[src/rtl/adder_result_accumulator.sv]
// adder_result_accumulator
// Collects COUNT results from the 4-bit adder ({carry, sum}) into a
// saturating running total, then offers the frame total and an overflow
// flag downstream on a valid/ready handshake. All outputs are registered;
// in_ready and out_valid are pure decodes of the state register.
module adder_result_accumulator #(
  parameter int SUM_W = 4,
  parameter int ACC_W = 8,
  parameter int COUNT = 4
) (
  input  logic             clk,
  input  logic             rst,
  input  logic             in_valid,
  output logic             in_ready,
  input  logic [SUM_W-1:0] in_sum,
  input  logic             in_cout,
  output logic             out_valid,
  input  logic             out_ready,
  output logic [ACC_W-1:0] out_total,
  output logic             out_ovf
);

  localparam int CNT_W = $clog2(COUNT + 1);
  localparam logic [CNT_W-1:0] CNT_LAST = CNT_W'(COUNT - 1);
  localparam logic [CNT_W-1:0] CNT_FULL = CNT_W'(COUNT);

  typedef enum logic {
    ACCUM,
    DONE
  } state_e;

  state_e           state_q;
  logic [ACC_W-1:0] acc_q;
  logic [ACC_W-1:0] acc_d;
  logic [CNT_W-1:0] cnt_q;
  logic             ovf_q;
  logic             ovf_d;
  logic [ACC_W-1:0] total_q;
  logic             totalOvf_q;
  logic [SUM_W:0]   sample;
  logic [ACC_W:0]   sumWide;
  logic             lastSample;

  // Saturating add of the incoming sample, using one extra bit so an
  // overflow is detected instead of wrapping the accumulator.
  always_comb begin
    sample     = {in_cout, in_sum};
    sumWide    = {1'b0, acc_q} + (ACC_W + 1)'(sample);
    acc_d      = sumWide[ACC_W] ? '1 : sumWide[ACC_W-1:0];
    ovf_d      = ovf_q | sumWide[ACC_W];
    lastSample = (cnt_q == CNT_LAST);
  end

  // Frame FSM: accumulate while in ACCUM, latch the total into the output
  // registers on the last accept, hold it in DONE until downstream takes it.
  always_ff @(posedge clk) begin
    if (rst) begin
      state_q    <= ACCUM;
      acc_q      <= '0;
      cnt_q      <= '0;
      ovf_q      <= 1'b0;
      total_q    <= '0;
      totalOvf_q <= 1'b0;
    end else begin
      case (state_q)
        ACCUM: begin
          if (in_valid) begin
            acc_q <= acc_d;
            ovf_q <= ovf_d;
            if (lastSample) begin
              state_q    <= DONE;
              cnt_q      <= CNT_FULL;
              total_q    <= acc_d;
              totalOvf_q <= ovf_d;
            end else begin
              cnt_q <= cnt_q + 1'b1;
            end
          end
        end
        DONE: begin
          if (out_ready) begin
            state_q <= ACCUM;
            acc_q   <= '0;
            cnt_q   <= '0;
            ovf_q   <= 1'b0;
          end
        end
        default: begin
          state_q <= ACCUM;
        end
      endcase
    end
  end

  // Handshake flags decode the state alone, so neither ready path is
  // combinationally coupled to the neighbouring stages.
  always_comb begin
    in_ready  = (state_q == ACCUM);
    out_valid = (state_q == DONE);
    out_total = total_q;
    out_ovf   = totalOvf_q;
  end

endmodule
[config.mk]
export PLATFORM = sky130hd
export DESIGN_NAME = adder_result_accumulator
export DESIGN_NICKNAME = d
export VERILOG_FILES = /design/src/rtl/adder_result_accumulator.sv
export SDC_FILE = /design/constraint.sdc
export NUM_CORES = 1
export LEC_CHECK = 0
export ABC_AREA = 1
export CORE_MARGIN = 5
export CORE_UTILIZATION = 44
export CTS_CLUSTER_SIZE = 8
export DETAILED_ROUTE_END_ITERATION = 8
export PLACE_DENSITY = 0.68
export SLEW_MARGIN = 40
export SYNTH_ARGS = -nofsm -noshare
export SYNTH_HDL_FRONTEND = slang
export SYNTH_SLANG_ARGS = --single-unit
[constraint.sdc]
create_clock -name clk -period 3.66 [get_ports clk]
set_input_delay 0.732 -clock clk [delete_from_list [all_inputs] [get_ports clk]]
set_output_delay 0.732 -clock clk [all_outputs]
set_load 0.005 [all_outputs]
== Word-level counts from Yosys, hierarchy flattened ==
Index checks and enable logic that the tools add are counted.

* Add/subtract/negate cells: 2
* Equal/unequal tests: 3
* Multiplexer cells: 15
* Bitwise operators: 2
* Reduce and logical (&&, ||, !) cells: 2

{| class="wikitable"
|+ Operators with widths
! kind !! count
|-
| two-way mux 8 bit || 3
|-
| one-hot mux 8 bit (2 select lines) || 1
|-
| adder 8 x 5 -> 9 bit || 1
|-
| two-way mux 3 bit || 3
|-
| one-hot mux 3 bit (2 select lines) || 1
|-
| two-way mux 1 bit || 5
|-
| != test 2 bit, second input constant || 2
|-
| one-hot mux 1 bit (2 select lines) || 2
|-
| adder 3 x 1 -> 3 bit, second input constant || 1
|-
| == test 3 x 2 -> 1 bit, second input constant || 1
|-
| AND reduction 3 bit || 1
|-
| AND reduction 2 bit || 1
|-
| inverter 1 bit || 1
|-
| bitwise OR 1 bit || 1
|}

* Register bits after elaboration: 22
* Bits of input ports: 9
* Output and inout bits: 11
* Logic and storage cells: 30

== Depth between registers and ports, before layout ==
* Depth in word-level cells: 4
* Gate-level depth with buffers: 10

== Worst setup path before layout ==
OpenSTA, ideal clock, no wires.

* Path type: input to register
* From: in in_sum[0]
* To: reg total_q[1] (netlist: out_total[1])
* Setup time: 113 ps
* Arrival time: 1993 ps
* Required time: 3547 ps
* Path slack: 1554 ps
* Cell stages on the path: 9
* Path buffers: 0
* Path through: ha_1 fa_1 nand2_1 nand2_1 nand3_2 nand2_4 or2_1 o21ai_1 inv_1

* Cells in the longest elaborated chain, start to end: 2

{| class="wikitable"
|+ Ends and longest elaborated chain
! element !! RTL line !! RTL
|-
| from (decl) || 15 || <nowiki>input logic [SUM_W-1:0] in_sum,</nowiki>
|-
| adder 8 x 5 -> 9 bit || 48 || <nowiki>sumWide = {1'b0, acc_q} + (ACC_W + 1)'(sample);</nowiki>
|-
| two-way mux 8 bit || 49 || <nowiki>acc_d = sumWide[ACC_W] ? '1 : sumWide[ACC_W-1:0];</nowiki>
|-
| to (signal assigned) || 62 || <nowiki>total_q <= '0;</nowiki>
|-
| to (signal assigned) || 73 || <nowiki>total_q <= acc_d;</nowiki>
|-
| to (decl) || 38 || <nowiki>logic [ACC_W-1:0] total_q;</nowiki>
|}

Every way passes these cells.
A chain may end at the register's enable or synchronous reset.

== Final worst setup path ==
Same ends and word-level chain as after synthesis.

==> impl_metrics.toml <==
[outcome]
outcome = "finished, final reports clean"

[pwr]
power.internal_uw = 404.9
p_sw_share_pct = 26.75
p_total_uw = 552.8
p_per_area_mw_per_mm2 = 384.5
switchingPower_uw = 147.9
combPwrFrac_pct = 17.8
power_frac_seq_pct = 46.6
clkPwrFrac_pct = 35.6
p_leak_nw = 0.6657
ir_drop_uv = 291.6

[yosys]
synth.yosys.seq_area_share_pct = 37.41
synth_edf_count = 0
synthSimpleGateAreaFrac_pct = 29.22
netlist_top_cells_area = "dfxtp_1 37%, nand2_1 12%, nor2_1 8.0%"
synth_compound_area_share_pct = 13.71
synth.net_count = 184
yosys_warnings = 0
synth_seq_cells = 22
synthFlopType = "dfxtp_1"
synth_top_area_share_pct = 37.41
yosys.area_share.xor_xnor_pct = 1.488
avgSynthCellArea_um2 = 7.050
synth_fa_ha_area_share_pct = 9.139
synth_common_cells = "38 x nand2_1, 25 x nor2_1, 22 x dfxtp_1"
synth.most_common_cell = "nand2_1"
synthCells = 167
synth_top_family_by_area = "simple AND/OR/NAND/NOR gates"
synth_cell_types = 29
async_flop_share_pct = 0
synthMuxAreaShare_pct = 0
yosysTopAreaCell = "dfxtp_1"
synth_area_mm2 = 0.001177

[worst_setup_path]
required_ps = 3900
cp_max_fo = 7
critical_path_class = "in2reg"
rrSetupSlack_ps = 1860
worst-r2r-cell-count = 9
end_kind = "register"
critPathLaunchType = "input pin"
cp.arrival_ps = 2530

[layout]
nets = 204
drive_gt1_share_pct = 6.452
stdcell_count = 216
area_growth_pct = 22.10
diodes = 0

[detailed_routing]
via_per_inst = 4.991
ant_nets = 0
dr.pass1.iters = 4
drt-initial-drc-count = 29
remaining_drc_errors = 0
wl_per_cell_um = 12.29
routed_wirelength_um = 2654
vias = 1078

[global_route]
grt_use_met2_pct = 26.16
first_global_vias = 968
antenna_found_initial = 0
grt_max_degree = 17
grt-busiest-layer = "met2"
grt_first_pass_wirelength_um = 4312
gr-total-overflow = 0
met1_usage_pct = 19.19
met3_usage_pct = 2.893
grt_use_total_pct = 15.61

[timing]
max_slew_margin_pct = 64.13
period_share_pct = 62.51
slew_violations = 0
timing.fmax_mhz = 437.1
hold_viol_final = 0
setup_violations = 0
min_period_ps = 2288
worst_slew_pin_slew_ps = 537.4
clock_skew_ps = 5.369
tns_ps = 0
rsz0062_at_grt = "no"

[clocking]
h-tree-depth = 1
cts_sinks = 22
cts_hold_buf = 0
clk_latency_ps = 330
clk_pin_slew_ps = 130
cts-resized-gates = 0
cts_tree = "yes"
cts_setup_buffers = 0
cts_buffers = 3
cts_root_buffer = "clkbuf_4"
clock_path_buffers = 2

[place]
hpwl_um = 1967
place_inst = 212
io_buffers = 19
place.gp.congestion = 0.8913

[die]
io_pins = 20
fp.coreArea_mm2 = 0.002522
die_h_um = 61.73
start_util_pct = 46.68
dieArea_mm2 = 0.003811
num_rows = 18
dieWidth_um = 61.73

[hold_path]
min_path_cells = 2
hp-class = "reg2reg"

[job]
maxCapViolations = 0
-- power by group through the flow --
stage	logic (mW)	clock network, mW	registers, mW
floorplan	0.0702	0	0.260
global placement	0.0963	0	0.263
detailed placement	0.0975	0	0.263
CTS	0.0990	0.196	0.258
global route	0.111	0.210	0.259
finish	0.0983	0.197	0.258
-- cells by family (layout without fill, tap and decap cells) --
logic type      count (synthesis)  after routing
simple gates                   80             80
buf+inv                        26             45
xor+xnor                        2              2
fa+ha+maj                       8              8
compound gates                 29             29
flops                          22             22
-- registers in the layout (all words and copies together) (netlist names) --
name,count
acc_q,8
out_total,8
cnt_q,3
out_ovf,1
out_valid,1
ovf_q,1
-- per-layer routing --
metal,vias to the layer above,part of all wire [%]
met1,483,46
li1,569,-
met3,5,5.4
met5,-,0
met2,21,47
met4,0,1.8
-- worst paths after layout --
check | from | end
worst max-delay path | in_sum[0] | out_total[1]
worst min-delay path | cnt_q[1] | cnt_q[1]
worst max register to register | acc_q[0] | out_total[1]
worst min register to register | cnt_q[1] | cnt_q[1]
-- cell type report --
type	instances	area [um2]
inverters	21	78.83
fillers	251	1085
flip-flops and latches	22	440.4
repair buffers	20	197.7
well taps	30	37.54
clock buffers	3	22.52
multi-input cells	119	630.6
clock inverters	1	30.03
-- cells in the final DEF (no fill, tap or decap), drive strengths merged --
cell,instances
a21oi,12
clkbuf,3
o21bai,1
nor2,26
o22ai,1
clkdlybuf4s50,19
or2,4
xnor2,2
nand3,9
fa,1
buf,1
inv,20
o21ai,13
ha,7
nand2,39
bufinv,1
dfxtp,22
o211a,1
nand4,2
clkinv,1
o2111ai,1
-- stage by stage --
step                setup slack, ps  cell area [um2]  hold slack, ps  util (%)
finish                         1372             1438           478.6     56.99
global route                   1222             1438           507.5     56.99
CTS                            1367             1438           483.6     56.99
detailed placement             1019             1385           465.2     54.91
global placement               1081             1385           455.2     54.91
floorplan                      1554             1177           444.6         -
-- worst max-delay path, cell delays in order --
cell and delay, ps:
clkdlybuf4s50_1 400, ha_1 230, fa_1 390, nand2_1 100, nand2_1 100, nand3_2 100
nand2_4 70, or2_1 230, o21ai_1 120, inv_1 50
No activity file was read; power rests on OpenSTA's default activity.
